===== src/rtl/fifo_status_monitor.sv =====
// Occupancy, empty/full, almost-full and sticky error tracking for the five
// transaction-layer FIFOs (MF, VC0, VC1, D0, D1), derived from push/pop strobes.
module fifo_status_monitor #(
    parameter int DEPTH = 8,
    parameter int CW    = 4,
    parameter int U_MFS = 4,
    parameter int U_VCS = 4,
    parameter int U_DS  = 4
) (
    input  logic              clk,
    input  logic              reset,
    input  logic              load_umbrales,
    input  logic [U_MFS-1:0]  umbral_MFs,
    input  logic [U_VCS-1:0]  umbral_VCs,
    input  logic [U_DS-1:0]   umbral_Ds,
    input  logic [4:0]        push,
    input  logic [4:0]        pop,
    input  logic              err_clr,
    output logic [4:0]        FIFO_empties,
    output logic [4:0]        FIFO_errors,
    output logic [4:0]        almost_full,
    output logic [4:0]        full,
    output logic [5*CW-1:0]   occupancy
);

    localparam logic [CW-1:0] LP_DEPTH = CW'(DEPTH);

    logic [CW-1:0]    r_cnt [5];
    logic [U_MFS-1:0] r_umb_mf;
    logic [U_VCS-1:0] r_umb_vc;
    logic [U_DS-1:0]  r_umb_d;

    logic [CW-1:0]    w_cnt_nxt [5];
    logic [4:0]       w_evt;
    logic [U_MFS-1:0] w_umb_mf_nxt;
    logic [U_VCS-1:0] w_umb_vc_nxt;
    logic [U_DS-1:0]  w_umb_d_nxt;
    logic [31:0]      w_thr [5];
    logic [4:0]       w_empty_nxt;
    logic [4:0]       w_full_nxt;
    logic [4:0]       w_af_nxt;

    // A zero threshold means DEPTH; anything above DEPTH can never be reached.
    function automatic logic [31:0] eff_thr(input logic [31:0] t);
        return (t == 32'd0) ? 32'(DEPTH) : t;
    endfunction

    always_comb begin
        w_umb_mf_nxt = load_umbrales ? umbral_MFs : r_umb_mf;
        w_umb_vc_nxt = load_umbrales ? umbral_VCs : r_umb_vc;
        w_umb_d_nxt  = load_umbrales ? umbral_Ds  : r_umb_d;

        w_thr[0] = eff_thr(32'(w_umb_mf_nxt));
        w_thr[1] = eff_thr(32'(w_umb_vc_nxt));
        w_thr[2] = w_thr[1];
        w_thr[3] = eff_thr(32'(w_umb_d_nxt));
        w_thr[4] = w_thr[3];

        w_evt       = '0;
        w_empty_nxt = '0;
        w_full_nxt  = '0;
        w_af_nxt    = '0;
        for (int i = 0; i < 5; i++) begin
            w_cnt_nxt[i] = r_cnt[i];
            case ({push[i], pop[i]})
                2'b10: begin
                    if (r_cnt[i] == LP_DEPTH) w_evt[i] = 1'b1;
                    else                      w_cnt_nxt[i] = r_cnt[i] + CW'(1);
                end
                2'b01: begin
                    if (r_cnt[i] == '0) w_evt[i] = 1'b1;
                    else                w_cnt_nxt[i] = r_cnt[i] - CW'(1);
                end
                2'b11: begin
                    // Pop of an empty FIFO with a same-cycle push still underflows.
                    if (r_cnt[i] == '0) begin
                        w_cnt_nxt[i] = CW'(1);
                        w_evt[i]     = 1'b1;
                    end
                end
                default: ;
            endcase
            w_empty_nxt[i] = (w_cnt_nxt[i] == '0);
            w_full_nxt[i]  = (w_cnt_nxt[i] == LP_DEPTH);
            w_af_nxt[i]    = (32'(w_cnt_nxt[i]) >= w_thr[i]);
        end
    end

    always_ff @(posedge clk) begin
        if (reset) begin
            for (int i = 0; i < 5; i++) r_cnt[i] <= '0;
            r_umb_mf     <= U_MFS'(DEPTH);
            r_umb_vc     <= U_VCS'(DEPTH);
            r_umb_d      <= U_DS'(DEPTH);
            FIFO_empties <= '1;
            FIFO_errors  <= '0;
            almost_full  <= '0;
            full         <= '0;
        end else begin
            for (int i = 0; i < 5; i++) r_cnt[i] <= w_cnt_nxt[i];
            r_umb_mf     <= w_umb_mf_nxt;
            r_umb_vc     <= w_umb_vc_nxt;
            r_umb_d      <= w_umb_d_nxt;
            FIFO_empties <= w_empty_nxt;
            FIFO_errors  <= err_clr ? w_evt : (FIFO_errors | w_evt);
            almost_full  <= w_af_nxt;
            full         <= w_full_nxt;
        end
    end

    always_comb begin
        occupancy = '0;
        for (int i = 0; i < 5; i++) occupancy[i*CW +: CW] = r_cnt[i];
    end

endmodule


===== config.mk =====
export PLATFORM = sky130hd
export DESIGN_NAME = fifo_status_monitor
export DESIGN_NICKNAME = d
export VERILOG_FILES = /design/src/rtl/fifo_status_monitor.sv
export SDC_FILE = /design/constraint.sdc
export NUM_CORES = 1
export LEC_CHECK = 0
export CORE_ASPECT_RATIO = 1.75
export CORE_MARGIN = 2
export CORE_UTILIZATION = 35
export DETAILED_ROUTE_END_ITERATION = 10
export PLACE_DENSITY_LB_ADDON = 0.05
export SYNTH_ARGS = -nofsm -noshare
export SYNTH_HDL_FRONTEND = slang
export SYNTH_SLANG_ARGS = --single-unit

===== constraint.sdc =====
create_clock -name clk -period 2.8 [get_ports clk]
set_clock_uncertainty 0.1 [all_clocks]
set_input_delay 0.56 -clock clk [delete_from_list [all_inputs] [get_ports clk]]
set_output_delay 0.56 -clock clk [all_outputs]
set_load 0.02 [all_outputs]

* Yosys cells after proc, flatten, opt, wreduce, memory -nomap -nowiden *
Memories as Yosys holds them, arrays and structs flattened.
Cells that the tools add are included.

word-level totals
  RAM bits = 20
  memories kept = 1
  bits in registers = 32

memory list
  name   words  width  rd ports  clocked after Yosys merged registers in  wr ports  line  source
  r_cnt  5      4      5         0                                        5         28    logic [CW-1:0] r_cnt [5];

operators by class
  muxes and demuxes = 50
  $add $sub $neg = 10
  eq/ne operators = 25
  bitwise gates (word level) = 6
  order comparisons = 5
  reduce and logical (&&, ||, !) cells = 18

operator list
  operator             count
  $mux 4               26
  $pmux 4 s3           5
  $logic_not 4->1      13
  $eq 4x4->1 const B   10
  $add 4x1->4 const B  5
  $eq 2x2->1 const B   10
  $ge 4x4->1           5
  $sub 4x1->4 const B  5
  $mux 1               13
  $eq 2x1->1 const B   5
  $pmux 1 s2           5
  $reduce_or 2->1      5
  $mux 5               1
  $or 1x1->1           5
  $or 5x5->5           1

* Depth between registers and ports, before layout *
Gate-level depths: netlist of the first run.
An unclocked memory read counts as a cell.

  depth in word-level cells = 6
  depth in mapped cells = 14
  mapped depth without buffers = 14

* Least setup slack after synthesis of the first run *
No wires, ideal clock.

  kind = flip-flop to flip-flop
  start point = memory r_cnt[3][0], in the netlist r_cnt[0][12]
  end point = register almost_full[3]
  library setup time = 129 ps
  clock period less this slack = 2967 ps
  arrival = 2738 ps
  required time = 2571 ps
  buffers on the path = 0
  cell stages (with the launch flop) = 14
  path slack = -167 ps
  cells stage by stage = dfxtp_1 inv_1 ha_1 or3b_1 ha_1 nor2b_1 a211oi_1 a211o_1 ha_1 nand2b_1 a21o_1 a21o_1 a21oi_1 nor2_1

RTL lines
  item                  line  source
  start, declared       28
  end signal, assigned  106   almost_full <= w_af_nxt;
  end, declared         21    output logic [4:0] almost_full,

==> results of run 1 <==
logic make-up (layout without fill, tap and decap cells):
| group | count (synthesis) | in the layout |
|---|---|---|
| adder cells (fa/ha/maj) | 35 | 35 |
| AND/OR/NAND/NOR | 146 | 146 |
| multiplexers | 21 | 21 |
| XOR/XNOR | 3 | 3 |
| flip-flops | 52 | 52 |
| AO/OA/AOI/OAI | 82 | 82 |
| buffers and inverters | 53 | 182 |
critical path: stages (launching register included):
cell and delay [ns]:
dfxtp_2 0.32, inv_2 0.07, ha_4 0.13, or3b_4 0.37
ha_1 0.27, nand2b_4 0.14, a2bb2oi_2 0.14, o22ai_2 0.11
ha_1 0.28, nand2b_1 0.14, a21o_1 0.17, a21o_1 0.17
a21oi_1 0.14, nor2_1 0.05
Yosys cell counts (3+ instances only):
cell / n / area, µm²
dfxtp_1: 52 / 1040
nor2_1: 38 / 143
ha_1: 35 / 438
inv_1: 29 / 109
a21oi_1: 19 / 95.1
clkbuf_1: 18 / 67.6
mux2i_1: 17 / 170
nand2_1: 17 / 63.8
nor2b_1: 14 / 87.6
a21o_1: 12 / 90.1
nand2b_1: 12 / 75.1
nand3_1: 10 / 50.1
nor3_1: 9 / 45.0
nand3b_1: 7 / 52.6
a31oi_1: 6 / 37.5
nor3b_1: 6 / 45.0
o21ai_0: 5 / 25.0
a311oi_1: 4 / 35.0
mux2_2: 4 / 45.0
or3b_1: 4 / 35.0
a211oi_1: 3 / 22.5
a222oi_1: 3 / 30.0
a41o_1: 3 / 30.0
and4_1: 3 / 26.3
nand4_1: 3 / 18.8
o211ai_1: 3 / 22.5
o21a_1: 3 / 22.5
or2_2: 3 / 18.8
or3_1: 3 / 18.8
final cells by class:
cell class | instances | area [µm²]
Timing Repair Buffer | 145 | 1260
Multi-Input combinational cell | 287 | 2250
Sequential cell | 52 | 1050
Fill cell | 866 | 4370
Clock buffer | 7 | 153
Inverter | 30 | 115
Tap cell | 122 | 153
power by group through the flow:
stage / clock network [W] / registers, W / logic [W]
CTS: 0.000664 / 0.000854 / 0.00111
detailed placement: 0 / 0.000869 / 0.00110
global route: 0.000691 / 0.000863 / 0.00131
finish: 0.000636 / 0.000854 / 0.00118
global placement: 0 / 0.000868 / 0.00109
floorplan: 0 / 0.000961 / 0.000522
flip-flops by register name, summed over array words and instances, names as in the netlist:
register,cells
FIFO_errors,5
r_umb_mf,4
r_umb_d,4
FIFO_empties,5
r_cnt,20
full,5
r_umb_vc,4
almost_full,5
timing repair:
action                     in CTS  in global routing
pin swaps                       1                 14
resized for setup               7                 15
buffers inserted                0                  4
setup endpoints to repair       3                  4
through the flow:
step	util, %	setup TNS (ns)	total power (W)	instance area, µm²
final	53.3	0	0.00267	4980
after global routing	53.3	-0.0868	0.00286	4980
after CTS	51.9	0	0.00263	4850
after detailed placement	50.1	-0.421	0.00197	4690
after global placement	50.1	-0.352	0.00196	4690
after floorplan	-	-0.0127	0.00148	3390
worst paths after layout:
| path | endpoint | start | cells past startpoint |
|---|---|---|---|
| setup / recovery | almost_full[1] | r_cnt[0][5] | 13 |
| hold / removal | FIFO_errors[4] | FIFO_errors[4] | 2 |
| setup reg to reg | almost_full[1] | r_cnt[0][5] | 13 |
| hold reg to reg | FIFO_errors[4] | FIFO_errors[4] | 2 |
per-layer routing:
metal | routed length, µm | up-vias | share of wire (%) | GRT usage (%)
li1 | - | 1663 | - | -
met1 | 3470 | 1524 | 39 | 18.8
met2 | 5010 | 55 | 56 | 33.6
met3 | 228 | 18 | 2.5 | 2.17
met4 | 263 | 0 | 2.9 | 7.44
met5 | 0 | - | 0 | 0
==> metrics.md, run 1 <==
| Metric | Value |
|---|---|
| Via count of the first global-routing pass | 3109 |
| Tmin final | 2.71 ns |
| Total of max-cap violations | 0 |
| Die width | 77.8 µm |
| Maximum number of pins on one net before global-route repair | 26 |
| Clock Root Buffer | clkbuf_16 |
| Total I/O pin count | 66 |
| H-Tree Level Count | 2 |
| Core Region | 9350 µm² |
| Dpl ws | -0.132 ns |
| Residual antenna-violating net count after detailed routing | 0 |
| Int Power | 0.00182 W |
| Synthesized-area fraction occupied by and/or/nand/nor cells | 24.8% |
| Sum of routed wire length over all layers | 8960 µm |
| Avg Inst Size Synth | 8.51 µm² |
| Num CTS Buffers | 5 |
| Final routed DRC violation total | 0 |
| Predominant post-synthesis flop cell | dfxtp_1 |
| Wire length per cell | 13.9 µm |
| Library cells used by synthesis | between 60 and 70 |
| Ratio of cells with drive above 1 in the final layout | 25.9% |
| Share of synthesized registers carrying an async set or reset | 0% |
| Net Sw Frac | 31.6% |
| Type of the most critical hold path | register to register |
| Final Non-Filler Cells | 643 |
| TritonCTS clock tree | yes |
| Dominant combinational cell family by area after synthesis | simple AND/OR/NAND/NOR gates |
| Number of buffers on the longest clock path | 2 |
| Critical path arrival | 2.79 ns |
| Combinational group share of total power | between 40% and 50% |
| Worst Hold Slack | 0.390 ns |
| Power density over the cells | around 540 nW/µm² |
| Vias | 3260 |
| Area enclosed by the die boundary | 10400 µm² |
| Remaining global-route overflow | 0 |
| Final number of hold-violating endpoints | 0 |
| Number of antenna violations at the first check in global routing | 0 |
| Worst Path Max Fanout | 2 |
| Post-Syn Area | 3340 µm² |
| Number of pins with negative max-slew slack in the final report | 0 |
| Number of synthesized flops with an enable pin | 0 |
| Standard-cell rows | 47 |
| Number of endpoints failing setup at the final stage | 0 |
| Setup repair after global routing missed its margin | true |
| Lkg Pwr | 2.23 nW |
| Final worst slack | about 0.094 ns |
| Number of placed instances with taps included | 633 |
| Clock transition at the registers of the reported paths | 0.07 ns |
| Clock network fraction of total power | 23.8% |
| Number of sinks driven by the clock tree | 52 |
| Area growth from synthesis to final layout | 49.4% |
| Type of destination of the critical path | register |
| Peak supply drop | 0.259 mV |
| Skew-Pair Late Insertion Delay | 0.29 ns |
| RePlAce Congestion | 0.809 |
| Reg-to-reg slack, setup | between 0.09 and 0.1 ns |
| Aggregate global-route resource usage | between 15 and 20% |
| # hold bufs at CTS | 0 |
| Synth Instances | 392 |
| Number of register bits inferred by synthesis | between 50 and 60 |
| Chip Height | roughly 130 µm |
| Required arrival time at the worst endpoint | 2.88 ns |
| Area fraction in compound gates after synthesis | 17.5% |
| Number of antenna diodes | 0 |
| Commonest non-fill, non-tap cell in the layout | buf_4 |
| Slew HR | 70.2% |
| Post-synthesis mux area share | around 6.5% |
| I/O Buffers | 65 |
| Number of iterations in the first detailed-routing pass | 4 |
| Startpoint Class | register |
| Final Net Count | 582 |
| Highest Clock Rate | 370 MHz |
| DRT iter0 DRCs | between 90 and 100 |
| HPWL after detailed placement | 7050 µm |
| Final period utilization | a little over nine tenths |
| XOR/XNOR Fraction of Synth Area | 0.788% |
| Count of synthesis-stage warnings from yosys | 0 |
| Vias per Instance | 5.07 |
| Status | finished, final reports clean |
| Commonest cells after routing, fill and taps aside | buf_4, clkdlybuf4s50_1, dfxtp_1 |
| Mapped Nets | approximately 450 |
| Adder-Cell Fraction of Synth Area | 13.1% |
| Starting density of the core | 35.7% |
| Net switching power | approximately 0.00084 W |
| Reg power frac | 32.0% |
| First-pass GRT wire length | 14600 µm |
| Critical path start-end classification | register to register |
| Actual slew at the worst max-slew pin | 0.441 ns |
| Share of the yosys chip area belonging to registers | 31.2% |
Note: power is estimated with default switching activity, not from simulation.
==> run 2, diff against run 1 <==
--- a/config.mk
+++ b/config.mk
@@ -7,7 +7,7 @@
 export LEC_CHECK = 0
 export CORE_ASPECT_RATIO = 1.75
 export CORE_MARGIN = 2
-export CORE_UTILIZATION = 35
+export CORE_UTILIZATION = 42
 export DETAILED_ROUTE_END_ITERATION = 10
 export PLACE_DENSITY_LB_ADDON = 0.05
 export SYNTH_ARGS = -nofsm -noshare
==> run 2 against run 1 <==
Net effect: critical path depth unchanged; die area decreased by 16%; wire length shrank 6.1%; sequential share of layout area rose by 0.34 points; cell count down 5.9%; count of clock-buffer cells in the layout shrank 2; combinational power hardly changed; non-clock buffer count shrank 6; sequential power grew 0.7%; power decreased by 1.6%; clock power down 6.8%; core utilization is 9.7 points higher.
==> metrics.md, run 2 (synthesized netlist as in run 1, its figures left out) <==
| Metric | Value |
|---|---|
| Status | finished, final reports clean |
| Final Net Count | 576 (-1.0%) |
| Category of cells accounting for the largest share of critical-path delay | compound AO/OA/AOI/OAI gates |
| Clock transition at the registers of the reported paths | 0.07 ns (about the same) |
| Type of the most critical hold path | register to register |
| Endpoint, Worst Hold | FIFO_errors[4] |
| Max FFs per register | 20 (unchanged) |
| HPWL after detailed placement | 6510 µm (-7.7%) |
| Final worst slack | 0.0926 ns (-0.00169 ns) |
| Number of antenna diodes | 0 (unchanged) |
| Peak per-stage delay on the critical path | 0.39 ns (+0.02 ns) |
| TritonCTS clock tree | yes |
| Startpoint Class | register |
| Number of antenna violations at the first check in global routing | 0 (unchanged) |
| Slew HR | 63.1% (-7.1 points) |
| Total of max-cap violations | 0 (unchanged) |
| Final period utilization | 96.7% (about the same) |
| Wire length per cell | 13.9 µm (-0.19%) |
| Critical path arrival | 2.77 ns (-0.02 ns) |
| Via count of the first global-routing pass | 3094 (-0.48%) |
| Area of all placed cells without fillers | 4920 µm² (-1.3%) |
| Remaining global-route overflow | 0 (unchanged) |
| Worst Path Max Fanout | 2 (unchanged) |
| Number of buffers on the longest clock path | 2 (unchanged) |
| Aggregate global-route resource usage | 19.6% (+2.1 points) |
| Clock Root Buffer | clkbuf_16 |
| Chip Height | 122 µm (-8.5%) |
| Sum of routed wire length over all layers | 8420 µm (-6.1%) |
| Standard-cell rows | 43 (-8.5%) |
| Highest Clock Rate | 369 MHz (about the same) |
| Commonest non-fill, non-tap cell in the layout | buf_4 |
| I/O Buffers | 65 (unchanged) |
| Startpoint of the worst-slack reg-to-reg timing path | r_cnt[0][8] |
| Buffer and inverter count on the worst path | 1 (unchanged) |
| Setup repair after global routing missed its margin | true |
| Number of iterations in the first detailed-routing pass | 5 (+1) |
| Setup_tns | 0 ns (unchanged) |
| Lkg Pwr | 2.20 nW (-1.3%) |
| Peak supply drop | 0.416 mV (+61%) |
| Standard cell with the maximum stage delay on the critical path | or3b_4 |
| Total I/O pin count | 66 (unchanged) |
| Top register by number of flip-flops | r_cnt |
| Num CTS Buffers | 5 (unchanged) |
| Residual antenna-violating net count after detailed routing | 0 (unchanged) |
| Number of sinks driven by the clock tree | 52 (unchanged) |
| RePlAce Congestion | 0.842 (+4.1%) |
| Final routed DRC violation total | 0 (unchanged) |
| Vias | 3245 (-0.46%) |
| Type of destination of the critical path | register |
| Actual slew at the worst max-slew pin | 0.554 ns (+0.113 ns) |
| Tmin final | 2.71 ns (+0.00169 ns) |
| Count of cells along the worst hold path | 2 (unchanged) |
| Ratio of cells with drive above 1 in the final layout | 25.8% (-0.086 points) |
| Skew-Pair Late Insertion Delay | 0.29 ns (about the same) |
| Area enclosed by the die boundary | 8700 µm² (-16%) |
| Number of cells traversed by the worst register-to-register path | 13 (unchanged) |
| Critical path, cell by cell | inv_4, ha_4, or3b_4, ha_4, nand2b_4, a2bb2oi_2, o22ai_2, ha_1, nand2b_4, a21o_1, a21o_1, a21oi_2, nor2_1 |
| Dpl ws | -0.163 ns (-0.0309 ns) |
| First-pass GRT wire length | 13800 µm (-5.6%) |
| Number of placed instances with taps included | 593 (-6.3%) |
| Final number of hold-violating endpoints | 0 (unchanged) |
| Final Non-Filler Cells | 605 (-5.9%) |
| Number of endpoints failing setup at the final stage | 0 (unchanged) |
| Required arrival time at the worst endpoint | 2.86 ns (-0.02 ns) |
| Number of pins with negative max-slew slack in the final report | 0 (unchanged) |
| Core Region | 7800 µm² (-17%) |
| Starting density of the core | 42.8% (+7.1 points) |
| Die width | 71.4 µm (-8.3%) |
| Fillers | 695 (-20%) |
| DRT iter0 DRCs | 119 (+23%) |
| Commonest cells after routing, fill and taps aside | buf_4, clkdlybuf4s50_1, dfxtp_1 |
| Maximum number of pins on one net before global-route repair | 31 (+19%) |
| Vias per Instance | 5.36 (+5.8%) |
| Reg-to-reg endpoint | almost_full[2] |
| Critical path start-end classification | register to register |
| Power density over the cells | 534 nW/µm² (-0.31%) |
| Cell Area, Placed | 4590 µm² (-2.1%) |
| # hold bufs at CTS | 0 (unchanged) |
| H-Tree Level Count | 2 (unchanged) |
| Reg-to-reg slack, setup | 0.09 ns (about the same) |
| Area growth from synthesis to final layout | 47.4% |
| Launch point of the worst hold path | FIFO_errors[4] |
run 2: cell types whose count changed in the layout (fill, tap and decap cells not counted), sizes merged:
cell	delta
buf	-6
clkbuf	-2
clkinv	+1
clkinvlp	+1
run 2: worst max path at each step:
stage,from,end,slack [ns],cells after the start
6_report,r_cnt[0][8],almost_full[2],0.09,13
5_1_grt,r_cnt[0][4],almost_full[1],-0.03,13
4_1_cts,r_cnt[0][4],almost_full[1],0.006,13
3_5_place_dp,pop[3],almost_full[3],-0.16,10
3_3_place_gp,pop[3],almost_full[3],-0.09,10
2_1_floorplan,r_cnt[0][13],almost_full[3],-0.01,13
run 2: metal layers:
layer	vias to the layer above	GRT usage (%)	wire length, µm
li1	1650	-	-
met1	1536	22.6	3510
met2	52	36.9	4610
met3	7	2.56	189
met4	0	5.78	108
met5	-	0	0
run 2: layout make-up:
cell class | instances | area (µm²) | area share [%]
inverter | 30 | 120 | 2.44
sequential | 52 | 1050 | 21.4
tap | 90 | 113 | 2.29
timing repair buffer | 139 | 1210 | 24.7
clock buffer | 5 | 125 | 2.54
clock inverter | 2 | 12.5 | 0.254
multi-input combinational | 287 | 2280 | 46.4
run 2: tightest hold or removal path: stages, from the launching register on:
cell     delay [ns]
dfxtp_1        0.34
a32oi_1        0.06
nor2_1         0.07
run 2: repair_timing:
item                                    4_1_cts  5_1_grt
setup buffers                                 1        4
pin swaps                                     3       17
cloned                                        0        0
resized for setup                             5       24
endpoints found under the setup margin        3        4
run 2: power breakdown:
part / total [W] / internal, W / switching (W)
sequential: 0.000860 / 0.000817 / 0.0000424
combinational: 0.00117 / 0.000630 / 0.000541
clock: 0.000593 / 0.000325 / 0.000268
total: 0.00262 / 0.00177 / 0.000851
run 2: through the flow:
| step | util, % | hold WS [ns] | power [W] |
|---|---|---|---|
| floorplan | - | 0.376 | 0.00148 |
| finish | 63.0 | 0.399 | 0.00262 |
| global placement | 58.8 | 0.371 | 0.00191 |
| CTS | 60.9 | 0.407 | 0.00255 |
| detailed placement | 58.8 | 0.388 | 0.00194 |
| global route | 63.0 | 0.448 | 0.00280 |
